--- config.mk ---
export PLATFORM = sky130hd
export DESIGN_NAME = uart_prog_loader
export DESIGN_NICKNAME = d
export VERILOG_FILES = /design/src/rtl/prog_loader_pkg.sv /design/src/rtl/uart_rx_core.sv /design/src/rtl/uart_prog_loader.sv
export SDC_FILE = /design/constraint.sdc
export NUM_CORES = 1
export LEC_CHECK = 0
export BUFFER_PORTS_ARGS = -buffer_cell sky130_fd_sc_hd__buf_2
export CORE_MARGIN = 10
export CORE_UTILIZATION = 62
export DETAILED_ROUTE_END_ITERATION = 8
export PLACE_DENSITY = 0.85
export SETUP_SLACK_MARGIN = 0.1
export SLEW_MARGIN = 20
export SYNTH_ARGS = -nofsm -noshare
export SYNTH_HDL_FRONTEND = slang
export SYNTH_HIERARCHICAL = 1
export SYNTH_SLANG_ARGS = --single-unit
export TNS_END_PERCENT = 5
--- constraint.sdc ---
create_clock -name clk_i -period 8.6 [get_ports clk_i]
set_input_delay 1.72 -clock clk_i [delete_from_list [all_inputs] [get_ports clk_i]]
set_output_delay 1.72 -clock clk_i [all_outputs]
set_load 0.1 [all_outputs]
--- src/rtl/prog_loader_pkg.sv ---
// rtl/prog_loader_pkg.sv - shared types and helpers for the UART program loader
// Contents: rx FSM state enum, default end-of-program word, counter width helper.
package prog_loader_pkg;

    typedef enum logic [2:0] {
        RX_IDLE,
        RX_START,
        RX_DATA,
        RX_STOP,
        RX_WAIT_HIGH
    } rx_state_e;

    localparam logic [31:0] SENTINEL_DEFAULT = 32'h0000_0FFF;

    // Width of a counter that runs 0 .. clks-1.
    function automatic int cnt_width(input int clks);
        return (clks <= 2) ? 1 : $clog2(clks);
    endfunction

endpackage

--- src/rtl/uart_rx_core.sv ---
// rtl/uart_rx_core.sv - 8N1 UART receiver with start-bit midpoint anchoring
// Ports:
//   clk_i, rst_i      clock, asynchronous active-high reset
//   rx_i              raw serial line (idle high, asynchronous)
//   start_en_i        new start bits are accepted only while high
//   byte_o            last received byte (LSB first on the line)
//   byte_valid_o      one-cycle pulse when byte_o is fresh
//   frame_err_o       one-cycle pulse when a stop bit is sampled low
module uart_rx_core
    import prog_loader_pkg::*;
#(
    parameter int CLKS_PER_BIT = 86
) (
    input  logic       clk_i,
    input  logic       rst_i,
    input  logic       rx_i,
    input  logic       start_en_i,
    output logic [7:0] byte_o,
    output logic       byte_valid_o,
    output logic       frame_err_o
);

    localparam int CW = cnt_width(CLKS_PER_BIT);
    localparam logic [CW-1:0] HALF_LAST = CW'(CLKS_PER_BIT / 2 - 1);
    localparam logic [CW-1:0] BIT_LAST  = CW'(CLKS_PER_BIT - 1);

    logic            rx_meta_q;
    logic            rx_sync_q;
    logic            rx_prev_q;
    rx_state_e       state_q;
    logic [CW-1:0]   clk_cnt_q;
    logic [2:0]      bit_idx_q;
    logic [7:0]      shift_q;

    always_ff @(posedge clk_i or posedge rst_i) begin
        if (rst_i) begin
            rx_meta_q    <= 1'b1;
            rx_sync_q    <= 1'b1;
            rx_prev_q    <= 1'b1;
            state_q      <= RX_IDLE;
            clk_cnt_q    <= '0;
            bit_idx_q    <= '0;
            shift_q      <= '0;
            byte_o       <= '0;
            byte_valid_o <= 1'b0;
            frame_err_o  <= 1'b0;
        end else begin
            rx_meta_q    <= rx_i;
            rx_sync_q    <= rx_meta_q;
            rx_prev_q    <= rx_sync_q;
            byte_valid_o <= 1'b0;
            frame_err_o  <= 1'b0;
            unique case (state_q)
                RX_IDLE: begin
                    if (start_en_i && rx_prev_q && !rx_sync_q) begin
                        state_q   <= RX_START;
                        clk_cnt_q <= '0;
                    end
                end
                RX_START: begin
                    // Half-bit sample: all later samples land mid-bit, which
                    // also tolerates a stretched start bit.
                    if (clk_cnt_q == HALF_LAST) begin
                        clk_cnt_q <= '0;
                        bit_idx_q <= '0;
                        state_q   <= rx_sync_q ? RX_IDLE : RX_DATA;
                    end else begin
                        clk_cnt_q <= clk_cnt_q + CW'(1);
                    end
                end
                RX_DATA: begin
                    if (clk_cnt_q == BIT_LAST) begin
                        clk_cnt_q <= '0;
                        shift_q   <= {rx_sync_q, shift_q[7:1]};
                        bit_idx_q <= bit_idx_q + 3'd1;
                        if (bit_idx_q == 3'd7) begin
                            state_q <= RX_STOP;
                        end
                    end else begin
                        clk_cnt_q <= clk_cnt_q + CW'(1);
                    end
                end
                RX_STOP: begin
                    if (clk_cnt_q == BIT_LAST) begin
                        clk_cnt_q <= '0;
                        if (rx_sync_q) begin
                            byte_o       <= shift_q;
                            byte_valid_o <= 1'b1;
                            state_q      <= RX_IDLE;
                        end else begin
                            frame_err_o <= 1'b1;
                            state_q     <= RX_WAIT_HIGH;
                        end
                    end else begin
                        clk_cnt_q <= clk_cnt_q + CW'(1);
                    end
                end
                RX_WAIT_HIGH: begin
                    if (rx_sync_q) begin
                        state_q <= RX_IDLE;
                    end
                end
                default: state_q <= RX_IDLE;
            endcase
        end
    end

endmodule

--- src/rtl/uart_prog_loader.sv ---
// rtl/uart_prog_loader.sv - UART boot stream to instruction-memory word writer
// Ports:
//   clk_i, rst_i      clock, asynchronous active-high reset
//   rx_i, en_i        serial line and loader enable (gates new start bits)
//   mem_req_o/gnt_i   word write handshake; addr/wdata held until granted
//   mem_addr_o        word address (= words written so far, never wraps)
//   mem_wdata_o       write data, bytes packed MSB first
//   prog_done_o       sticky, end-of-program word seen
//   frame_err_o       sticky, a stop bit was low
//   ovf_err_o         sticky, a word was dropped (busy or memory full)
//   word_cnt_o        words written, saturating at MEM_DEPTH
module uart_prog_loader
    import prog_loader_pkg::*;
#(
    parameter int          CLKS_PER_BIT = 86,
    parameter int          MEM_DEPTH    = 16384,
    parameter logic [31:0] SENTINEL     = SENTINEL_DEFAULT,
    localparam int         AW           = $clog2(MEM_DEPTH)
) (
    input  logic          clk_i,
    input  logic          rst_i,
    input  logic          rx_i,
    input  logic          en_i,
    output logic          mem_req_o,
    input  logic          mem_gnt_i,
    output logic [AW-1:0] mem_addr_o,
    output logic [31:0]   mem_wdata_o,
    output logic          prog_done_o,
    output logic          frame_err_o,
    output logic          ovf_err_o,
    output logic [AW:0]   word_cnt_o
);

    localparam logic [AW:0] DEPTH_W = (AW + 1)'(MEM_DEPTH);

    logic [7:0]    rx_byte;
    logic          rx_byte_valid;
    logic          rx_frame_err;

    logic [1:0]    byte_idx_q, byte_idx_d;
    logic [31:0]   word_q, word_d;
    logic          word_done_q, word_done_d;
    logic          req_q, req_d;
    logic [AW-1:0] addr_q, addr_d;
    logic [31:0]   wdata_q, wdata_d;
    logic [AW:0]   cnt_q, cnt_d;
    logic          done_q, done_d;
    logic          ferr_q, ferr_d;
    logic          ovf_q, ovf_d;

    uart_rx_core #(
        .CLKS_PER_BIT (CLKS_PER_BIT)
    ) u_rx (
        .clk_i        (clk_i),
        .rst_i        (rst_i),
        .rx_i         (rx_i),
        .start_en_i   (en_i && !done_q),
        .byte_o       (rx_byte),
        .byte_valid_o (rx_byte_valid),
        .frame_err_o  (rx_frame_err)
    );

    always_comb begin
        byte_idx_d  = byte_idx_q;
        word_d      = word_q;
        word_done_d = 1'b0;
        req_d       = req_q;
        addr_d      = addr_q;
        wdata_d     = wdata_q;
        cnt_d       = cnt_q;
        done_d      = done_q;
        ferr_d      = ferr_q;
        ovf_d       = ovf_q;

        if (rx_frame_err) begin
            // Partial word is abandoned; the next good byte starts a new word.
            ferr_d     = 1'b1;
            byte_idx_d = '0;
        end else if (rx_byte_valid) begin
            word_d     = {word_q[23:0], rx_byte};
            byte_idx_d = byte_idx_q + 2'd1;
            word_done_d = (byte_idx_q == 2'd3);
        end

        if (req_q && mem_gnt_i) begin
            req_d = 1'b0;
            if (cnt_q < DEPTH_W) begin
                cnt_d = cnt_q + (AW + 1)'(1);
            end
        end

        // Word decision uses the pre-grant request state: a word landing on
        // the grant cycle still counts as colliding with a pending write.
        if (word_done_q) begin
            if (word_q == SENTINEL) begin
                done_d = 1'b1;
            end else if (!req_q && cnt_q < DEPTH_W) begin
                req_d   = 1'b1;
                addr_d  = cnt_q[AW-1:0];
                wdata_d = word_q;
            end else begin
                ovf_d = 1'b1;
            end
        end
    end

    always_ff @(posedge clk_i or posedge rst_i) begin
        if (rst_i) begin
            byte_idx_q  <= '0;
            word_q      <= '0;
            word_done_q <= 1'b0;
            req_q       <= 1'b0;
            addr_q      <= '0;
            wdata_q     <= '0;
            cnt_q       <= '0;
            done_q      <= 1'b0;
            ferr_q      <= 1'b0;
            ovf_q       <= 1'b0;
        end else begin
            byte_idx_q  <= byte_idx_d;
            word_q      <= word_d;
            word_done_q <= word_done_d;
            req_q       <= req_d;
            addr_q      <= addr_d;
            wdata_q     <= wdata_d;
            cnt_q       <= cnt_d;
            done_q      <= done_d;
            ferr_q      <= ferr_d;
            ovf_q       <= ovf_d;
        end
    end

    assign mem_req_o   = req_q;
    assign mem_addr_o  = addr_q;
    assign mem_wdata_o = wdata_q;
    assign prog_done_o = done_q;
    assign frame_err_o = ferr_q;
    assign ovf_err_o   = ovf_q;
    assign word_cnt_o  = cnt_q;

endmodule

==> reports/qor.csv, run 1 <==
metric,value,unit
vdd_drop_max,0.000149,V
cp.buffers_inverters,1,
power,0.00143,W
root_buffer,clkbuf_8,
power-per-cell-area,219,mW/mm^2
die_h,114,microns
htreeDepth,4,
final_common_cell,dfrtp_1,
wire_per_inst,18.6,microns
hold_viol_final,0,
clockBufferDepth,2,
pin_count,70,
drv_cap,0,
layout_common_cells,"dfrtp_1 (131), buf_2 (69), mux2_2 (66)",
synth_edf_count,0,
viasPerCell,5.71,
grt_busiest_layer,met2,
vias,3362,
numCtsBuffers,17,
slew_violations,0,
syn_area,0.00551,sq mm
cts_setup_buffers,0,
synth_fp_nets,400,
grtUsageMet2,0.302,
row_count,34,
worstPathMaxFanout,6,
post_cts_resized,0,
worst_path_max_delay_cell,buf_2,
worstSetupEndpointType,primary output,
yosysSeqAreaShare,0.609,
slew_headroom,0.467,
critPathTopFamily,buffers and inverters,
finalSetupViolCount,0,
r2r-end,mem_addr_o[5],
dr.pass1.iters,4,
period_minus_slack,3.18,ns
synth_warnings,6,
syn_avg_cell_area,14.2,sq um
yosysTopAreaCell,dfrtp_1,
leakage,3.43,nW
syn-instance-count,388,
ys_top_cells_by_area,"dfrtp_1 (59%), mux2_2 (13%), mux2_1 (5.9%)",
skew,0.00554,ns
critPathLaunch,word_cnt_o[14],
grt_start_max_net_pins,67,
path_clk_slew,0.06,ns
path_depth,1,
worstPathArrival,1.46,ns
clock-sinks,134,
grt_usage,0.176,
met1_usage,0.204,
drive_gt1_frac,0.389,
hold_buffers,0,
rr_worst_depth,5,
routed_wl,10900,microns
worst_pin_slew,0.799,ns
clk_latency,0.52,ns
hpwl,7310,microns
rsz0062_at_grt,false,
yosys.cell_types.count,50,
finalCritPeriodShare,0.370,
antenna_found_initial,0,
async_flop_share,1.00,
nNetsFinal,480,
area_growth_syn_to_layout,18.9,%
grt.overflow.total,0,
status,finished clean,
path_cells,buf_2,
hp-class,register to register,
initial_core_util,0.635,
grt_pass1_vias,3564,
setup_tns,0,ns
antenna_cells,0,
die_x,114,microns
drtIter0Drc,193,
fmax,314,MHz
timing.rr.start,word_q[21],
port_buffers,69,
ant_nets,0,
r2r_slack,5.86,ns
synth_seq_cells,134,
endpoint,word_cnt_o[14],
synthFlopType,dfrtp_1,
worstSetupPathType,register to primary output,
cts_tree,built,
gp_congestion,0.778,
cp_slowest_stage_delay,0.48,ns
grt_pass1_wl,18300,microns
met3_usage,0.0550,
critical_path.startpoint_type,register,
dieArea,0.0131,sq mm
yosysTopAreaCellShare,0.595,
core,0.00868,sq mm
drc_errors,0,
cp.required,6.88,ns
metrics by stage:
step	util	cells	hold WS [ns]	cell area [sq um]	setup WS, ns
2_1_floorplan	-	388	0.345	5510	4.26
3_3_place_gp	0.686	556	0.347	5950	5.54
3_5_place_dp	0.686	556	0.352	5950	5.50
4_1_cts	0.754	588	0.360	6550	5.42
5_1_grt	0.755	589	0.368	6550	5.38
6_report	0.755	589	0.358	6550	5.42
metal layers:
layer,vias to the layer above,wire length [microns]
li1,1563,-
met1,1709,4410
met2,76,5820
met3,14,577
met4,0,119
met5,-,0
synthesized netlist by cell type, types with 3 or more instances:
cell type and number:
nor2_1 18, a211oi_1 3, buf_6 3, nand3_1 9, dfstp_2 3, nand4_1 6
clkbuf_1 5, nor4_1 7, dfrtp_1 131, xnor2_1 13, inv_1 10, buf_4 3
o21ai_0 4, xor2_1 5, ha_1 7, a21oi_1 6, o31ai_1 3, mux2_1 29
mux2_2 66, nand2_1 16
report_power, final:
group / switching, W / internal, W / total (W) / leakage (nW)
clock: 0.000270 / 0.000444 / 0.000713 / 0.279
combinational: 0.0000425 / 0.0000186 / 0.0000611 / 1.30
sequential: 0.0000187 / 0.000640 / 0.000659 / 1.85
total: 0.000331 / 0.00110 / 0.00143 / 3.43
registers in the layout (all words and copies together) (netlist names), 2 cells and up:
name / flops
mem_wdata_o: 32
byte_idx_q: 2
u_rx/byte_o: 8
u_rx/state_q: 3
word_cnt_o: 15
word_q: 32
u_rx/shift_q: 8
u_rx/bit_idx_q: 3
u_rx/clk_cnt_q: 7
mem_addr_o: 14
cells by family after synthesis:
logic type                 share of synthesized area
muxes                                          0.198
and+or+nand+nor                               0.0890
adders and majority gates                     0.0159
buffers and inverters                         0.0222
DFF                                            0.609
xor gates and xnor gates                      0.0286
AOI/OAI and AO/OA                             0.0377
area by class of cell:
cell class              instances  area (sq um)
multi-input cells             231          2050
well taps                     108           135
clock inverters                14           174
inverters                      10          40.0
flip-flops and latches        134          3360
clock buffers                  18           418
fillers                       515          2120
repair buffers                 74           383
how the worst min path moves through the flow:
stage,startpoint,slack [ns],depth (start not counted),to
floorplan,u_rx/rx_meta_q,0.35,0,u_rx/rx_sync_q
global placement,u_rx/rx_meta_q,0.35,0,u_rx/rx_sync_q
detailed placement,u_rx/rx_meta_q,0.35,0,u_rx/rx_sync_q
CTS,u_rx/rx_meta_q,0.36,0,u_rx/rx_sync_q
global route,u_rx/rx_meta_q,0.37,0,u_rx/rx_sync_q
finish,u_rx/rx_meta_q,0.36,0,u_rx/rx_sync_q
No activity file was read; power rests on OpenSTA's default activity.
==> run 2, diff against run 1 <==
--- a/config.mk
+++ b/config.mk
@@ -7,9 +7,9 @@
 export LEC_CHECK = 0
 export BUFFER_PORTS_ARGS = -buffer_cell sky130_fd_sc_hd__buf_2
 export CORE_MARGIN = 10
-export CORE_UTILIZATION = 62
+export CORE_UTILIZATION = 57
 export DETAILED_ROUTE_END_ITERATION = 8
-export PLACE_DENSITY = 0.85
+export PLACE_DENSITY = 0.79
 export SETUP_SLACK_MARGIN = 0.1
 export SLEW_MARGIN = 20
 export SYNTH_ARGS = -nofsm -noshare
==> constraint.sdc (replaced) <==
create_clock -name clk_i -period 3.3 [get_ports clk_i]
set_input_delay 0.66 -clock clk_i [delete_from_list [all_inputs] [get_ports clk_i]]
set_output_delay 0.66 -clock clk_i [all_outputs]
set_load 0.1 [all_outputs]
==> run 2 against run 1 <==
Net effect: register-to-register slack worse by 4.8 ns; cell area is 2.1% higher; sequential share of layout area is 1.1 points lower; clock skew is 0.0091 ns higher; hold slack worse by 0.10 ns; critical path depth is 4 higher; critical path type is now register to register; critical endpoint is now mem_addr_o[2].
==> reports/qor.csv, run 2 (synthesized netlist as in run 1, its figures left out) <==
metric,value,unit
cts_setup_buffers,0,
grt_pass1_vias,3530,
postPlaceCellArea,0.00601,sq mm
power,0.00405,W
slew_violations,0,
core,0.00933,sq mm
drive_gt1_frac,0.388,
nNetsFinal,479,
clockBufferDepth,2,
antenna_found_initial,0,
hold_buffers,0,
multi_input_area,0.00205,sq mm
root_buffer,clkbuf_8,
grt_start_max_net_pins,66,
ff_latch_area,0.00336,sq mm
hpwl,7260,microns
routed_wl,10800,microns
skew,0.0146,ns
fillers,619,
grt.overflow.total,0,
area_growth_syn_to_layout,21.4,%
finalSetupViolCount,0,
rsz0062_at_grt,false,
power-per-cell-area,606,mW/mm^2
status,finished clean,
path_cells,nor4_1 > nand2_1 > o41ai_4 > buf_12 > mux2_2,
vias,3311,
design_area,0.00669,sq mm
worstPathMaxFanout,47,
worstPathArrival,2.66,ns
dieArea,0.0140,sq mm
clock-sinks,134,
cp.required,3.68,ns
grt_usage,0.160,
final_common_cell,dfrtp_1,
period_minus_slack,2.28,ns
cp_slowest_stage_delay,0.44,ns
port_buffers,69,
numCtsBuffers,17,
worst_pin_slew,0.826,ns
path_clk_slew,0.06,ns
drc_errors,0,
clk_latency,0.51,ns
dr.pass1.iters,4,
initial_core_util,0.591,
finalCritPeriodShare,0.689,
cp.buffers_inverters,1,
hp-class,primary input to async pin,
pin_count,70,
slew_headroom,0.448,
ant_nets,0,
drv_cap,0,
viasPerCell,5.44,
grt_pass1_wl,18400,microns
cts_tree,built,
worstSetupEndpointType,register,
htreeDepth,4,
die_x,118,microns
vdd_drop_max,0.000346,V
wire_per_inst,17.7,microns
antenna_cells,0,
leakage,3.48,nW
fmax,439,MHz
hold_viol_final,0,
critPathLaunch,word_q[13],
row_count,35,
critPathTopFamily,simple AND/OR/NAND/NOR gates,
critical_path.startpoint_type,register,
drtIter0Drc,153,
worstSetupPathType,register to register,
post_cts_resized,0,
setup_tns,0,ns
timing.rr.start,word_q[13],
layout_common_cells,"dfrtp_1 (131), buf_2 (69), mux2_2 (66)",
layout_setup_ws,1.02,ns
die_h,118,microns
place_ws,1.17,ns
gp_congestion,0.769,
worst_path_max_delay_cell,dfrtp_1,
-- run 2: changes by cell type in the layout (fill, tap and decap cells not counted) --
| cell | change |
|---|---|
| clkinv_2 | -2 |
| buf_12 | +2 |
| clkinvlp_4 | -1 |
| buf_4 | -3 |
| inv_4 | -1 |
| bufinv_16 | +4 |
-- run 2: where the power goes --
group	switching (W)	internal [W]	leakage [nW]	total, W
logic	0.000109	0.0000503	1.31	0.000160
registers	0.0000469	0.00167	1.85	0.00172
clock network	0.000711	0.00147	0.327	0.00218
-- run 2: worst reg2reg max path, stage by stage (launching register included) --
cell and delay [ns]:
dfrtp_1 0.44, nor4_1 0.40, nand2_1 0.19, o41ai_4 0.43
buf_12 0.31, mux2_2 0.39
-- run 2: stage by stage --
step	hold slack [ns]	std cells	utilization
detailed placement	0.349	577	0.644
global placement	0.346	577	0.644
CTS	0.231	609	0.718
finish	0.256	609	0.718
floorplan	0.345	388	-
global route	0.231	609	0.718
-- run 2: layer usage --
metal | GRT usage | share of wire
met3 | 0.0505 | 0.047
met4 | 0.0448 | 0.0062
met2 | 0.280 | 0.53
met5 | 0 | 0
met1 | 0.184 | 0.42
-- run 2: area by class of cell --
| class | instances | area share |
|---|---|---|
| timing repair buffer | 73 | 0.0598 |
| clock buffer | 18 | 0.0624 |
| multi-input combinational | 231 | 0.306 |
| clock inverter | 14 | 0.0402 |
| sequential | 134 | 0.501 |
| inverter | 10 | 0.00617 |
| tap | 129 | 0.0241 |
-- run 2: path summary, 6_finish.rpt --
kind	endpoint	slack, ns	depth (start not counted)
min in group clk_i	u_rx/rx_meta_q	0.26	1
worst max register to register	mem_addr_o[2]	1.02	5
worst min-delay path	u_rx/byte_o[5]	0.26	3
worst min register to register	u_rx/rx_sync_q	0.36	0
max in group asynchronous	word_q[4]	2.21	3
worst max-delay path	mem_addr_o[2]	1.02	5
==> run 3, diff against run 2 <==
--- a/config.mk
+++ b/config.mk
@@ -7,9 +7,9 @@
 export LEC_CHECK = 0
 export BUFFER_PORTS_ARGS = -buffer_cell sky130_fd_sc_hd__buf_2
 export CORE_MARGIN = 10
-export CORE_UTILIZATION = 57
+export CORE_UTILIZATION = 52
 export DETAILED_ROUTE_END_ITERATION = 8
-export PLACE_DENSITY = 0.79
+export PLACE_DENSITY = 0.76
 export SETUP_SLACK_MARGIN = 0.1
 export SLEW_MARGIN = 20
 export SYNTH_ARGS = -nofsm -noshare
==> constraint.sdc (replaced) <==
create_clock -name clk_i -period 1.9 [get_ports clk_i]
set_input_delay 0.38 -clock clk_i [delete_from_list [all_inputs] [get_ports clk_i]]
set_output_delay 0.38 -clock clk_i [all_outputs]
set_load 0.1 [all_outputs]
==> run 3 against run 2 <==
Net effect: the run now ends with negative setup slack left; clock skew down 0.0056 ns; combinational power is 120% higher; sequential power is 72% higher; wire length rose by 10%; first-iteration DRC count up 39%; clock power up 65%; die area is 8.0% higher; sequential share of layout area down 3.4 points; hold slack worse by 0.18 ns; core utilization fell by 2.2 points; critical path type unchanged.
==> reports/qor.csv, run 3 (synthesized netlist as in run 1, its figures left out) <==
metric,value,unit
die_x,123,microns
period_minus_slack,2.13,ns
worstSetupPathType,register to register,
antenna_found_initial,0,
worstPathMaxFanout,19,
worstHoldStart,mem_gnt_i,
r2r-end,mem_addr_o[8],
slew_violations,0,
root_buffer,clkbuf_8,
port_buffers,69,
setup_tns,-8.37,ns
power-per-cell-area,963,mW/mm^2
whs_endpoint,mem_req_o,
cp.required,2.30,ns
skew,0.00899,ns
min_delay_path_depth,2,
worstPathArrival,2.53,ns
dieArea,0.0151,sq mm
numCtsBuffers,17,
r2r_slack,-0.23,ns
vdd_drop_max,0.000506,V
drv_cap,0,
grt_pass1_vias,3761,
die_h,123,microns
drc_errors,0,
timing.rr.start,word_q[25],
routed_wl,11900,microns
htreeDepth,4,
layout_setup_ws,-0.228,ns
grtUsageMet2,0.281,
rsz0062_at_grt,true,
rr_worst_depth,6,
clk_latency,0.52,ns
hp-class,primary input to register,
nNetsFinal,527,
cp_slowest_stage_delay,0.41,ns
drive_gt1_frac,0.459,
vias,3548,
violations,negative setup slack,
area_growth_syn_to_layout,30.2,%
core,0.0103,sq mm
initial_core_util,0.534,
antenna_cells,0,
drtIter0Drc,213,
critical_path.startpoint_type,register,
cp.buffers_inverters,2,
layout_common_cells,"dfrtp_1 (131), mux2_2 (66), buf_2 (54), buf_4 (54), mux2_1 (21)",
row_count,37,
wire_per_inst,17.9,microns
met3_usage,0.0479,
grt.overflow.total,0,
finalSetupViolCount,46,
ant_nets,0,
dr.pass1.iters,6,
met1_usage,0.177,
critPathTopFamily,simple AND/OR/NAND/NOR gates,
worst_pin_slew,0.575,ns
fillers,658,
slew_headroom,0.617,
leakage,3.77,nW
status,finished with violations,
grt_busiest_layer,met2,
worstSetupEndpointType,register,
grt_pass1_wl,18900,microns
hold_ws,0.0799,ns
grt_usage,0.160,
fmax,470,MHz
viasPerCell,5.35,
hpwl,8140,microns
pin_count,70,
clock-sinks,134,
cts_tree,built,
final_common_cell,dfrtp_1,
grt_start_max_net_pins,38,
path_clk_slew,0.06,ns
path_cells,nor4_4 > nand4_1 > o41ai_4 > buf_4 > clkbuf_16 > mux2_2,
finalCritPeriodShare,1.12,
clockBufferDepth,2,
hold_viol_final,0,
gp_congestion,0.783,
worst_path_max_delay_cell,dfrtp_1,
==> run 3: final cells by class <==
class | instances | area [sq um] | area share
multi-input cells | 231 | 2120 | 0.296
repair buffers | 121 | 837 | 0.117
well taps | 136 | 170 | 0.0237
flip-flops and latches | 134 | 3360 | 0.468
inverters | 10 | 41.3 | 0.00575
clock inverters | 9 | 198 | 0.0275
clock buffers | 22 | 453 | 0.0631
==> run 3: metrics by stage <==
step / instance area (sq um) / worst slack (ns) / std cells / utilization / total power, W
6_report: 7180 / -0.228 / 663 / 0.695 / 0.00691
5_1_grt: 7180 / -0.281 / 663 / 0.695 / 0.00714
4_1_cts: 7060 / -0.189 / 659 / 0.684 / 0.00695
3_5_place_dp: 6340 / -0.324 / 626 / 0.614 / 0.00335
3_3_place_gp: 6340 / -0.292 / 626 / 0.614 / 0.00333
2_1_floorplan: 5520 / -0.376 / 388 / - / 0.00323
==> run 3: worst max path at each step <==
| stage | start | end | cells past startpoint |
|---|---|---|---|
| after floorplan | word_cnt_o[0] | word_cnt_o[12] | 5 |
| after global placement | word_q[25] | mem_addr_o[7] | 5 |
| after detailed placement | word_q[25] | mem_addr_o[12] | 5 |
| after CTS | word_q[25] | mem_addr_o[12] | 5 |
| after global routing | word_q[25] | mem_addr_o[8] | 6 |
| final | word_q[25] | mem_addr_o[8] | 6 |
==> run 3: report_power, final <==
| group | switching, W | internal (W) | leakage, nW |
|---|---|---|---|
| clock | 0.00115 | 0.00245 | 0.315 |
| sequential | 0.0000563 | 0.00290 | 1.85 |
| combinational | 0.000228 | 0.000125 | 1.61 |
| total | 0.00143 | 0.00548 | 3.77 |
==> run 3: timing repair <==
item / in CTS / in global routing
gates cloned: 0 / 1
buffers inserted: 0 / 3
setup endpoints to repair: 58 / 64
resized for setup: 13 / 21
hold buffers: 2 / 0
endpoints found under the hold margin: 50 / 0
pin swaps: 0 / 2
==> run 3: worst reg2reg max path, stage by stage, from the launching register on <==
cell and delay (ns):
dfrtp_1 0.41, nor4_4 0.36, nand4_1 0.22, o41ai_4 0.27, buf_4 0.19, clkbuf_16 0.19
mux2_2 0.37
==> run 3: per-layer routing <==
| layer | up-vias | share of wire |
|---|---|---|
| met2 | 65 | 0.53 |
| met5 | - | 0 |
| met1 | 1813 | 0.40 |
| met3 | 23 | 0.052 |
| met4 | 0 | 0.020 |
| li1 | 1647 | - |
